===== src/rtl/blinker_pkg.sv =====
// Shared constants and pattern helpers for the LED blinker: mode encodings,
// shift direction, per-mode init values and the step-period computation.
package blinker_pkg;

  localparam logic [1:0] MODE_BLINK  = 2'd0;
  localparam logic [1:0] MODE_ROTATE = 2'd1;
  localparam logic [1:0] MODE_BOUNCE = 2'd2;
  localparam logic [1:0] MODE_COUNT  = 2'd3;

  localparam int STEP_SHIFT = 4;

  localparam logic DIR_LEFT  = 1'b0;
  localparam logic DIR_RIGHT = 1'b1;

  localparam logic [7:0] INIT_BLINK  = 8'h00;
  localparam logic [7:0] INIT_ROTATE = 8'h01;
  localparam logic [7:0] INIT_BOUNCE = 8'h01;
  localparam logic [7:0] INIT_COUNT  = 8'h00;

  typedef struct packed {
    logic [7:0] led;
    logic       dir;
  } pattern_t;

  function automatic logic [7:0] init_led(input logic [1:0] mode);
    logic [7:0] r;
    case (mode)
      MODE_BLINK:  r = INIT_BLINK;
      MODE_ROTATE: r = INIT_ROTATE;
      MODE_BOUNCE: r = INIT_BOUNCE;
      MODE_COUNT:  r = INIT_COUNT;
      default:     r = INIT_BLINK;
    endcase
    return r;
  endfunction

  // Bounce flips direction on the step that lands on an end, so ends never repeat.
  function automatic pattern_t next_pattern(input logic [1:0] mode,
                                            input logic [7:0] led,
                                            input logic       dir);
    pattern_t r;
    r.led = led;
    r.dir = dir;
    case (mode)
      MODE_BLINK:  r.led = ~led;
      MODE_ROTATE: r.led = {led[6:0], led[7]};
      MODE_BOUNCE: begin
        if (dir == DIR_LEFT) begin
          r.led = {led[6:0], 1'b0};
          r.dir = (r.led == 8'h80) ? DIR_RIGHT : DIR_LEFT;
        end else begin
          r.led = {1'b0, led[7:1]};
          r.dir = (r.led == 8'h01) ? DIR_LEFT : DIR_RIGHT;
        end
      end
      MODE_COUNT:  r.led = led + 8'd1;
      default:     r.led = led;
    endcase
    return r;
  endfunction

  function automatic logic [7:0] period_m1(input logic [3:0] delay);
    logic [3:0] dsel;
    dsel = (delay == 4'd0) ? 4'd1 : delay;
    return ({4'b0000, dsel} << STEP_SHIFT) - 8'd1;
  endfunction

endpackage


===== src/rtl/tick_prescaler.sv =====
// Free-running base-tick divider: counts 0..TICK_DIV-1 and flags the last count.
module tick_prescaler #(
  parameter int TICK_DIV = 50000
) (
  input  logic clk,
  input  logic reset,
  input  logic clear,
  output logic tick
);

  localparam int CW = (TICK_DIV > 1) ? $clog2(TICK_DIV) : 1;
  localparam logic [CW-1:0] LAST = CW'(TICK_DIV - 1);

  logic [CW-1:0] pre_cnt_q;
  logic [CW-1:0] pre_cnt_d;

  always_comb begin
    if (clear) begin
      pre_cnt_d = '0;
    end else if (pre_cnt_q == LAST) begin
      pre_cnt_d = '0;
    end else begin
      pre_cnt_d = pre_cnt_q + CW'(1);
    end
  end

  always_ff @(posedge clk or posedge reset) begin
    if (reset) begin
      pre_cnt_q <= '0;
    end else begin
      pre_cnt_q <= pre_cnt_d;
    end
  end

  assign tick = (pre_cnt_q == LAST);

endmodule


===== src/rtl/led_blinker.sv =====
// LED pattern generator: divides base ticks into a delay-selected step period
// and advances one of four LED patterns on each step.
module led_blinker
  import blinker_pkg::*;
#(
  parameter int TICK_DIV = 50000,
  parameter int LED_W    = 8
) (
  input  logic             clk,
  input  logic             reset,
  input  logic             enable,
  input  logic [3:0]       delay,
  input  logic [1:0]       mode,
  output logic [LED_W-1:0] led,
  output logic             step
);

  logic [1:0]       mode_q, mode_d;
  logic [LED_W-1:0] led_q, led_d;
  logic             dir_q, dir_d;
  logic             step_q, step_d;
  logic [7:0]       step_cnt_q, step_cnt_d;
  logic             tick;
  logic             mode_chg;
  pattern_t         nxt;

  assign mode_chg = (mode != mode_q);

  tick_prescaler #(.TICK_DIV(TICK_DIV)) u_prescaler (
    .clk   (clk),
    .reset (reset),
    .clear (mode_chg | ~enable),
    .tick  (tick)
  );

  // Mode change outranks disable, which outranks a step.
  always_comb begin
    mode_d     = mode;
    led_d      = led_q;
    dir_d      = dir_q;
    step_cnt_d = step_cnt_q;
    step_d     = 1'b0;
    nxt        = next_pattern(mode_q, led_q, dir_q);
    if (mode_chg) begin
      led_d      = init_led(mode);
      dir_d      = DIR_LEFT;
      step_cnt_d = 8'd0;
    end else if (!enable) begin
      step_cnt_d = 8'd0;
    end else if (tick) begin
      if (step_cnt_q >= period_m1(delay)) begin
        step_cnt_d = 8'd0;
        led_d      = nxt.led;
        dir_d      = nxt.dir;
        step_d     = 1'b1;
      end else begin
        step_cnt_d = step_cnt_q + 8'd1;
      end
    end else begin
      step_cnt_d = step_cnt_q;
    end
  end

  always_ff @(posedge clk or posedge reset) begin
    if (reset) begin
      mode_q     <= MODE_BLINK;
      led_q      <= '0;
      dir_q      <= DIR_LEFT;
      step_q     <= 1'b0;
      step_cnt_q <= 8'd0;
    end else begin
      mode_q     <= mode_d;
      led_q      <= led_d;
      dir_q      <= dir_d;
      step_q     <= step_d;
      step_cnt_q <= step_cnt_d;
    end
  end

  assign led  = led_q;
  assign step = step_q;

endmodule


===== config.mk =====
export PLATFORM = sky130hd
export DESIGN_NAME = led_blinker
export DESIGN_NICKNAME = d
export VERILOG_FILES = /design/src/rtl/blinker_pkg.sv /design/src/rtl/tick_prescaler.sv /design/src/rtl/led_blinker.sv
export SDC_FILE = /design/constraint.sdc
export NUM_CORES = 1
export LEC_CHECK = 0
export ABC_AREA = 1
export CAP_MARGIN = 30
export CORE_ASPECT_RATIO = 1.75
export CORE_MARGIN = 2
export CORE_UTILIZATION = 59
export CTS_CLUSTER_DIAMETER = 80
export DETAILED_ROUTE_END_ITERATION = 7
export GPL_TIMING_DRIVEN = 0
export HOLD_SLACK_MARGIN = 0.12
export MAX_ROUTING_LAYER = met4
export PLACE_DENSITY_LB_ADDON = 0.1
export SLEW_MARGIN = 5
export SYNTH_ARGS = -nofsm -noshare
export SYNTH_HDL_FRONTEND = slang
export SYNTH_SLANG_ARGS = --single-unit

===== constraint.sdc =====
create_clock -name clk -period 2.6 [get_ports clk]
set_input_delay 0.52 -clock clk [delete_from_list [all_inputs] [get_ports clk]]
set_output_delay 0.52 -clock clk [all_outputs]
set_load 0.05 [all_outputs]

Yosys cells after proc, flatten, opt, wreduce, memory -nomap -nowiden:

Cells that the tools add are included.
W data, S select, Z words.

* register bits after elaboration: 36
* logic and storage cells: 61
* input bits: 9
* output and inout bits: 9

* reductions and logical operators: 11
* $lt $le $gt $ge: 1
* bitwise gates (word level): 3
* multiplexer cells: 25
* add/subtract/negate cells: 4
* eq/ne operators: 11

Operators by type and width (count)
* $mux W8: 8
* $mux W16: 2
* $pmux W8 S4: 1
* $add A16 B1 Y16 const B: 1
* $add A8 B1 Y8 const B: 2
* $eq A16 B16 Y1 const B: 1
* $pmux W8 S2: 1
* $mux W1: 11
* $mux W9: 1
* $eq A2 B2 Y1 const B: 4
* $ge A8 B8 Y1: 1
* $not A8 Y8: 1
* $reduce_bool A2 Y1: 4
* $sub A8 B1 Y8 const B: 1
* $eq A7 B1 Y1 const B: 1
* $eq A7 B7 Y1 const B: 1
* $eq A2 B1 Y1 const B: 2
* $logic_not A2 Y1: 2
* $logic_not A4 Y1: 1
* $mux W4: 1
* $reduce_and A4 Y1: 1
* $reduce_or A2 Y1: 2
* $ne A3 B1 Y1 const B: 1
* $reduce_and A3 Y1: 1
* 3 further kinds: 3

Depth between registers and ports, before layout:

Gate-level depths: netlist of run 1.

* depth in word-level cells: 8
* depth in mapped cells: 16
* gate-level depth less buffers: 16

Hierarchy:

From an unflattened synthesis of run 1, not the netlist that was laid out.

* cell total of the unflattened synthesis: 396
* area, all modules: 2687.6 um^2

By module, submodules not included
* led_blinker: area an instance 1725.4 um^2, cells each 265, times used 1
* tick_prescaler: area an instance 962.2 um^2, cells each 131, times used 1

Least setup slack after synthesis of run 1:

OpenSTA, ideal clock, no wires.

* path kind: input -> register
* start point: input port delay[1]
* end point: register led_q[7], in the netlist led[7]
* library setup time: 118 ps
* arrival time: 2078 ps
* slack: 404 ps
* path buffers: 0
* stages on the path: 16
* cells stage by stage: nor2_1 -> inv_1 -> nor2_1 -> nor2_1 -> ha_1 -> xnor2_1 -> ha_1 -> nand2_1 -> nor2_1 -> nand2_1 -> nand3_2 -> nand3_2 -> nand2_2 -> inv_2 -> nand2_1 -> nand2_1

* longest elaborated chain between the ends: 6

RTL lines
* start: declaration: line led_blinker.sv:12 `input logic [3:0] delay,`
* $logic_not A4 Y1: line blinker_pkg.sv:64 `dsel = (delay == 4'd0) ? 4'd1 : delay;`
* $mux W4 (*): line blinker_pkg.sv:64
* $sub A8 B1 Y8 (*): line blinker_pkg.sv:65 `return ({4'b0000, dsel} << STEP_SHIFT) - 8'd1;`
* $ge A8 B8 Y1 (*): line led_blinker.sv:51 `if (step_cnt_q >= period_m1(delay)) begin`
* $reduce_bool A2 Y1 (no source line) (*)
* $reduce_and A3 Y1 (no source line) (*)
* end signal: assignment: line led_blinker.sv:73 `led_q <= led_d;`
* end: declaration: line led_blinker.sv:19 `logic [LED_W-1:0] led_q, led_d;`

Every way passes the cells marked *; elsewhere a longest branch is shown, timed or not.
A chain may end at the register's enable or synchronous reset.

Worst setup path after layout of run 1:

* start point: input port delay[3]
* end point: register led_q[1], in the netlist led[1]

Same word-level chain as after synthesis.

==> flow_metrics.tcl, run 1 <==
set metrics [dict create \
    drtIter0Drc 64 \
    hpwl_um 4600 \
    antenna_left 0 \
    placedCellCount 434 \
    synth-warning-count 0 \
    wl_met1_um 2280 \
    grt.total_usage_pct 29.0 \
    route.detailed.drc 0 \
    min_to "u_prescaler.pre_cnt_q[0]" \
    chipHeight_um 90.5 \
    layout-drive-gt1-share_pct 10.7 \
    synth_area_um2 2520 \
    wl_per_cell_um 13.7 \
    rsz0062_at_grt "false" \
    synth_cell_types 29 \
    highest_layer "met4" \
    final_util_pct 70.9 \
    rr_startpoint "step_cnt_q[7]" \
    p_per_area_nw_per_um2 406 \
    num-fill-cells 378 \
    yosysSeqAreaShare_pct 35.7 \
    hold_viol_final 0 \
    min_path_cells 1 \
    first_global_vias 2434 \
    worstMarginPinSlew_ns 0.746 \
    met3_length_um 202 \
    path_class "in2reg" \
    design.core.area_um2 4110 \
    cp.arrival_ns 2.63 \
    grt_pass1_wl_um 10300 \
    ff_latch_area_um2 901 \
    drt-total-wl_um 6090 \
    antenna_cells 0 \
    drv_slew 0 \
    required_ns 2.81 \
    irDropWorstVdd_uv 314 \
    ios 18 \
    gr-total-overflow 0 \
    clockBufferDepth 2 \
    clock_latency_ns 0.29 \
    fin_nets 412 \
    numCtsBuffers 5 \
    multi_input_area_um2 1430 \
    fmax_mhz 414 \
    fin_ws_ns 0.184 \
    syn-instance-count 368 \
    worst-r2r-cell-count 7 \
    r2r-end "step_cnt_q[6]" \
    synth.avg_cell_area_um2 6.86 \
    initial_core_util_pct 61.4 \
    htree_levels 2 \
    syn_nets 386 \
    cp-start-kind "primary input" \
    dr.pass1.iters 4 \
    die_w_um 53.4 \
    relSlewSlack_pct 50.2 \
    rows 31 \
    vias 2445 \
    status "finished clean" \
    worstPathMaxFanout 8 \
    die_area_um2 4840 \
    place_congestion 0.921 \
    worstSetupEndpointType "flip-flop" \
    clock-sinks 36 \
    rrSetupSlack_ns 0.83 \
    wl_met2_um 3390 \
    max_cap_violations 0 \
    routed_via_density 5.52 \
    clock-skew-final_ns 0.00628 \
    ys_ff_latch 36 \
    dp_slack_ns -0.311 \
    cts_root_buf "clkbuf_8" \
    cts.clk_slew.worst_paths_ns 0.07 \
    hold_class "reg2reg" \
    port_buffers 17 \
    hold-worst-slack_ns 0.477 \
    leakagePower_nw 1.32 \
    fin_crit_ns 2.42 \
    fin_crit_sh_pct 92.9 \
    syn_to_final_growth_pct 15.6 \
    instances_no_fill 443 \
    grt_antenna_before_repair 0 \
    finalSetupViolations 0 \
    worstHoldStart "u_prescaler.pre_cnt_q[0]" \
    finalPower_mw 1.18 \
    cts_tree "built" \
    grt_max_degree 37 \
]
[cell type report]
| type | count | area share (%) |
|---|---|---|
| sequential | 36 | 30.9 |
| buffer | 7 | 1.97 |
| clock buffer | 7 | 3.30 |
| tap | 49 | 2.10 |
| multi-input combinational | 276 | 48.9 |
| inverter | 49 | 6.31 |
| timing repair buffer | 19 | 6.52 |
[registers in the layout, indices dropped and copies added, names as in the netlist]
name	count
dir_q	1
led	8
mode_q	2
step	1
step_cnt_q	8
u_prescaler.pre_cnt_q	16
[placed cells by master (no fill, tap or decap), drive strengths merged]
master,count
nand2,97
a21oi,18
nand4,5
nor3,6
xnor2,4
inv,47
clkbuf,9
dfrtp,36
o21a,1
clkdlybuf4s50,15
nor2,65
buf,7
ha,9
dlymetal6s2s,2
clkinv,2
o21bai,1
o21ai,24
o211ai,3
nand3,37
xor2,6
[per-layer routing]
metal  track usage [%]  vias up
li1                  -     1221
met1              28.9     1139
met2              49.6       67
met3              5.30       18
met4              17.1        0
met5                 -        -
[cell families after synthesis]
group                    synth area share, %
AO/OA/AOI/OAI                           10.3
flip-flops                              35.7
XOR/XNOR                                4.07
adder cells (fa/ha/maj)                 4.46
buffers and inverters                   9.57
AND/OR/NAND/NOR                         35.9
[through the flow]
step	TNS (ns)	area, µm²
floorplan	0	2520
global placement	-2.17	2760
detailed placement	-3.38	2760
CTS	0	2870
global route	0	2920
finish	0	2920
[critical path, stage by stage]
cell,delay (ns)
clkdlybuf4s50_1,0.48
nor2_1,0.04
nor2_1,0.13
ha_2,0.29
ha_1,0.29
nand2_1,0.06
nor2_1,0.09
nand2_1,0.09
nand3_4,0.12
nand3_4,0.11
nor2_4,0.25
nand2_1,0.08
o21ai_1,0.08
[power by group]
part | switching [mW] | internal, mW
clock | 0.197 | 0.236
sequential | 0.00952 | 0.567
combinational | 0.111 | 0.0626
[Yosys cell counts]
cell type	n	area, µm²
o21ai_1	13	65.1
nand2_4	1	11.3
buf_2	1	5.00
nand3_2	2	20.0
xnor2_2	2	32.5
o21ai_0	11	55.1
nor3_2	1	10.0
ha_1	9	113
nor2_1	61	229
o211ai_1	3	22.5
buf_6	4	45.0
nor2_2	1	6.26
nand2_1	94	353
nand2_2	2	12.5
xnor2_1	2	17.5
dfrtp_1	36	901
a21oi_2	3	26.3
clkbuf_1	2	7.51
inv_2	7	26.3
o21bai_1	1	7.51
nand3_1	35	175
nand4_1	5	31.3
clkinv_1	2	7.51
a21oi_1	15	75.1
o21a_1	1	7.51
nor2_4	3	33.8
xor2_1	6	52.6
inv_1	40	150
nor3_1	5	25.0
[how the worst max path moves through the flow]
| stage | start | slack (ns) | end |
|---|---|---|---|
| 6_report | delay[3] | 0.18 | led[1] |
| 5_1_grt | delay[3] | 0.04 | led[4] |
| 4_1_cts | delay[2] | 0.02 | led[6] |
| 3_5_place_dp | delay[2] | -0.31 | led[5] |
| 3_3_place_gp | delay[2] | -0.24 | led[6] |
| 2_1_floorplan | delay[1] | 0.40 | led[7] |
[timing repair]
item	4_1_cts	5_1_grt
endpoints found under the hold margin	0	0
pin swaps	1	9
hold buffers	0	0
buffers inserted	0	2
resized for setup	3	7
setup endpoints to repair	4	15
No activity file was read; power rests on OpenSTA's default activity.
==> inputs of run 2 (changes only) <==
--- a/config.mk
+++ b/config.mk
@@ -9,7 +9,7 @@
 export CAP_MARGIN = 30
 export CORE_ASPECT_RATIO = 1.75
 export CORE_MARGIN = 2
-export CORE_UTILIZATION = 59
+export CORE_UTILIZATION = 35
 export CTS_CLUSTER_DIAMETER = 80
 export DETAILED_ROUTE_END_ITERATION = 7
 export GPL_TIMING_DRIVEN = 0
==> flow_metrics.tcl, run 2 (synthesized netlist as in run 1, its figures left out) <==
set metrics [dict create \
    design.core.area_um2 7080 \
    die_area_um2 7930 \
    clock_latency_ns 0.28 \
    fin_crit_ns 2.43 \
    p_per_area_nw_per_um2 453 \
    grt.total_usage_pct 18.9 \
    antenna_left 0 \
    chipHeight_um 116 \
    clockBufferDepth 2 \
    instances_no_fill 480 \
    gr-total-overflow 0 \
    grt_pass1_wl_um 10900 \
    largest_register_ffs 16 \
    hold_class "reg2reg" \
    fmax_mhz 412 \
    irDropWorstVdd_uv 230 \
    cts_root_buf "clkbuf_16" \
    relSlewSlack_pct 48.6 \
    fin_nets 412 \
    layout_commonest_cell "nand2_1" \
    hold_viol_final 0 \
    leakagePower_nw 1.34 \
    finalSetupViolations 0 \
    grt_max_degree 37 \
    rsz0062_at_grt "false" \
    fin_area_um2 3010 \
    antenna_cells 0 \
    drt-total-wl_um 6470 \
    hpwl_um 4980 \
    grt_antenna_before_repair 0 \
    final_util_pct 42.5 \
    worstPathMaxFanout 6 \
    routed_via_density 4.99 \
    syn_to_final_growth_pct 19.2 \
    worstSetupEndpointType "flip-flop" \
    vias 2397 \
    hold-worst-slack_ns 0.476 \
    drtIter0Drc 111 \
    cp-start-kind "primary input" \
    wl_per_cell_um 13.5 \
    layout_common_cells "nand2_1 (94), nor2_1 (61), inv_1 (39), dfrtp_1 (36), nand3_1 (34)" \
    layout-drive-gt1-share_pct 10.2 \
    clock-sinks 36 \
    worstMarginPinSlew_ns 0.770 \
    route.detailed.drc 0 \
    die_w_um 68.2 \
    htree_levels 2 \
    placedCellCount 471 \
    first_global_vias 2383 \
    status "finished clean" \
    regMostFlops "u_prescaler.pre_cnt_q" \
    cp.arrival_ns 2.60 \
    clock-skew-final_ns 0.00501 \
    fin_crit_sh_pct 93.4 \
    path_class "in2reg" \
    cts_tree "built" \
    rows 41 \
    place_area_um2 2800 \
    setup-tns-final_ns 0 \
    ios 18 \
    initial_core_util_pct 35.6 \
    dr.pass1.iters 4 \
    numCtsBuffers 5 \
    num-fill-cells 763 \
    place_congestion 0.903 \
    required_ns 2.77 \
    cts.clk_slew.worst_paths_ns 0.05 \
    drv_slew 0 \
    max_cap_violations 0 \
    port_buffers 17 \
    hold_buffers 0 \
]
-- run 2: cell counts in the layout (fill, tap and decap cells not counted) --
No cell type changed its count.
-- run 2: layer usage --
layer  global-route usage, %  routed length [µm]  vias up
li1                        -                   -     1219
met1                    19.7                2460     1121
met2                    34.1                3650       45
met3                    2.79                 179       12
met4                    8.27                 184        0
met5                       -                   0        -
-- run 2: repair_timing --
item	CTS	global route
endpoints found under the setup margin	7	15
pin swaps	1	6
buffers inserted	2	0
gates cloned	0	0
gates resized for setup	1	6
-- run 2: final timing paths --
check	to	start	slack [ns]	cells past startpoint
worst max register to register	u_prescaler.pre_cnt_q[10]	u_prescaler.pre_cnt_q[0]	0.83	11
min in group asynchronous	step	reset	0.70	2
max in group asynchronous	step_cnt_q[2]	reset	1.39	2
worst min-delay path	u_prescaler.pre_cnt_q[0]	u_prescaler.pre_cnt_q[0]	0.48	1
worst max-delay path	dir_q	delay[3]	0.17	15
worst min register to register	u_prescaler.pre_cnt_q[0]	u_prescaler.pre_cnt_q[0]	0.48	1
-- run 2: layout make-up --
type,instances,area (µm²),share of cell area (%)
clock buffer,7,153,5.07
buffer,7,57.6,1.91
sequential,36,901,29.9
inverter,49,184,6.11
tap,86,108,3.58
multi-input combinational,276,1420,47.1
timing repair buffer,19,190,6.32
-- run 2: worst max-delay path, cell delays in order --
cell	delay [ns]
clkdlybuf4s50_1	0.48
nor2_1	0.05
nor2_1	0.15
ha_2	0.31
ha_4	0.27
nand2_1	0.05
nor2_1	0.10
nand2_1	0.09
nand3_4	0.09
buf_4	0.15
nor2_1	0.04
nor2_1	0.12
nand2_1	0.07
nand2_1	0.05
nand2_1	0.04
-- run 2: report_power, final --
| group | leakage [nW] | switching, mW | internal, mW | total [mW] |
|---|---|---|---|---|
| registers | 0.496 | 0.00971 | 0.568 | 0.578 |
| clock network | 0.0760 | 0.213 | 0.402 | 0.615 |
| logic | 0.772 | 0.110 | 0.0618 | 0.172 |
| total | 1.34 | 0.333 | 1.03 | 1.36 |
-- run 2: stage by stage --
step                      total power, mW  setup WS [ns]
after floorplan                     0.702          0.404
after global placement              0.759         -0.281
after detailed placement            0.758         -0.320
after CTS                            1.38        0.00703
after global routing                 1.43         0.0191
final                                1.36          0.172
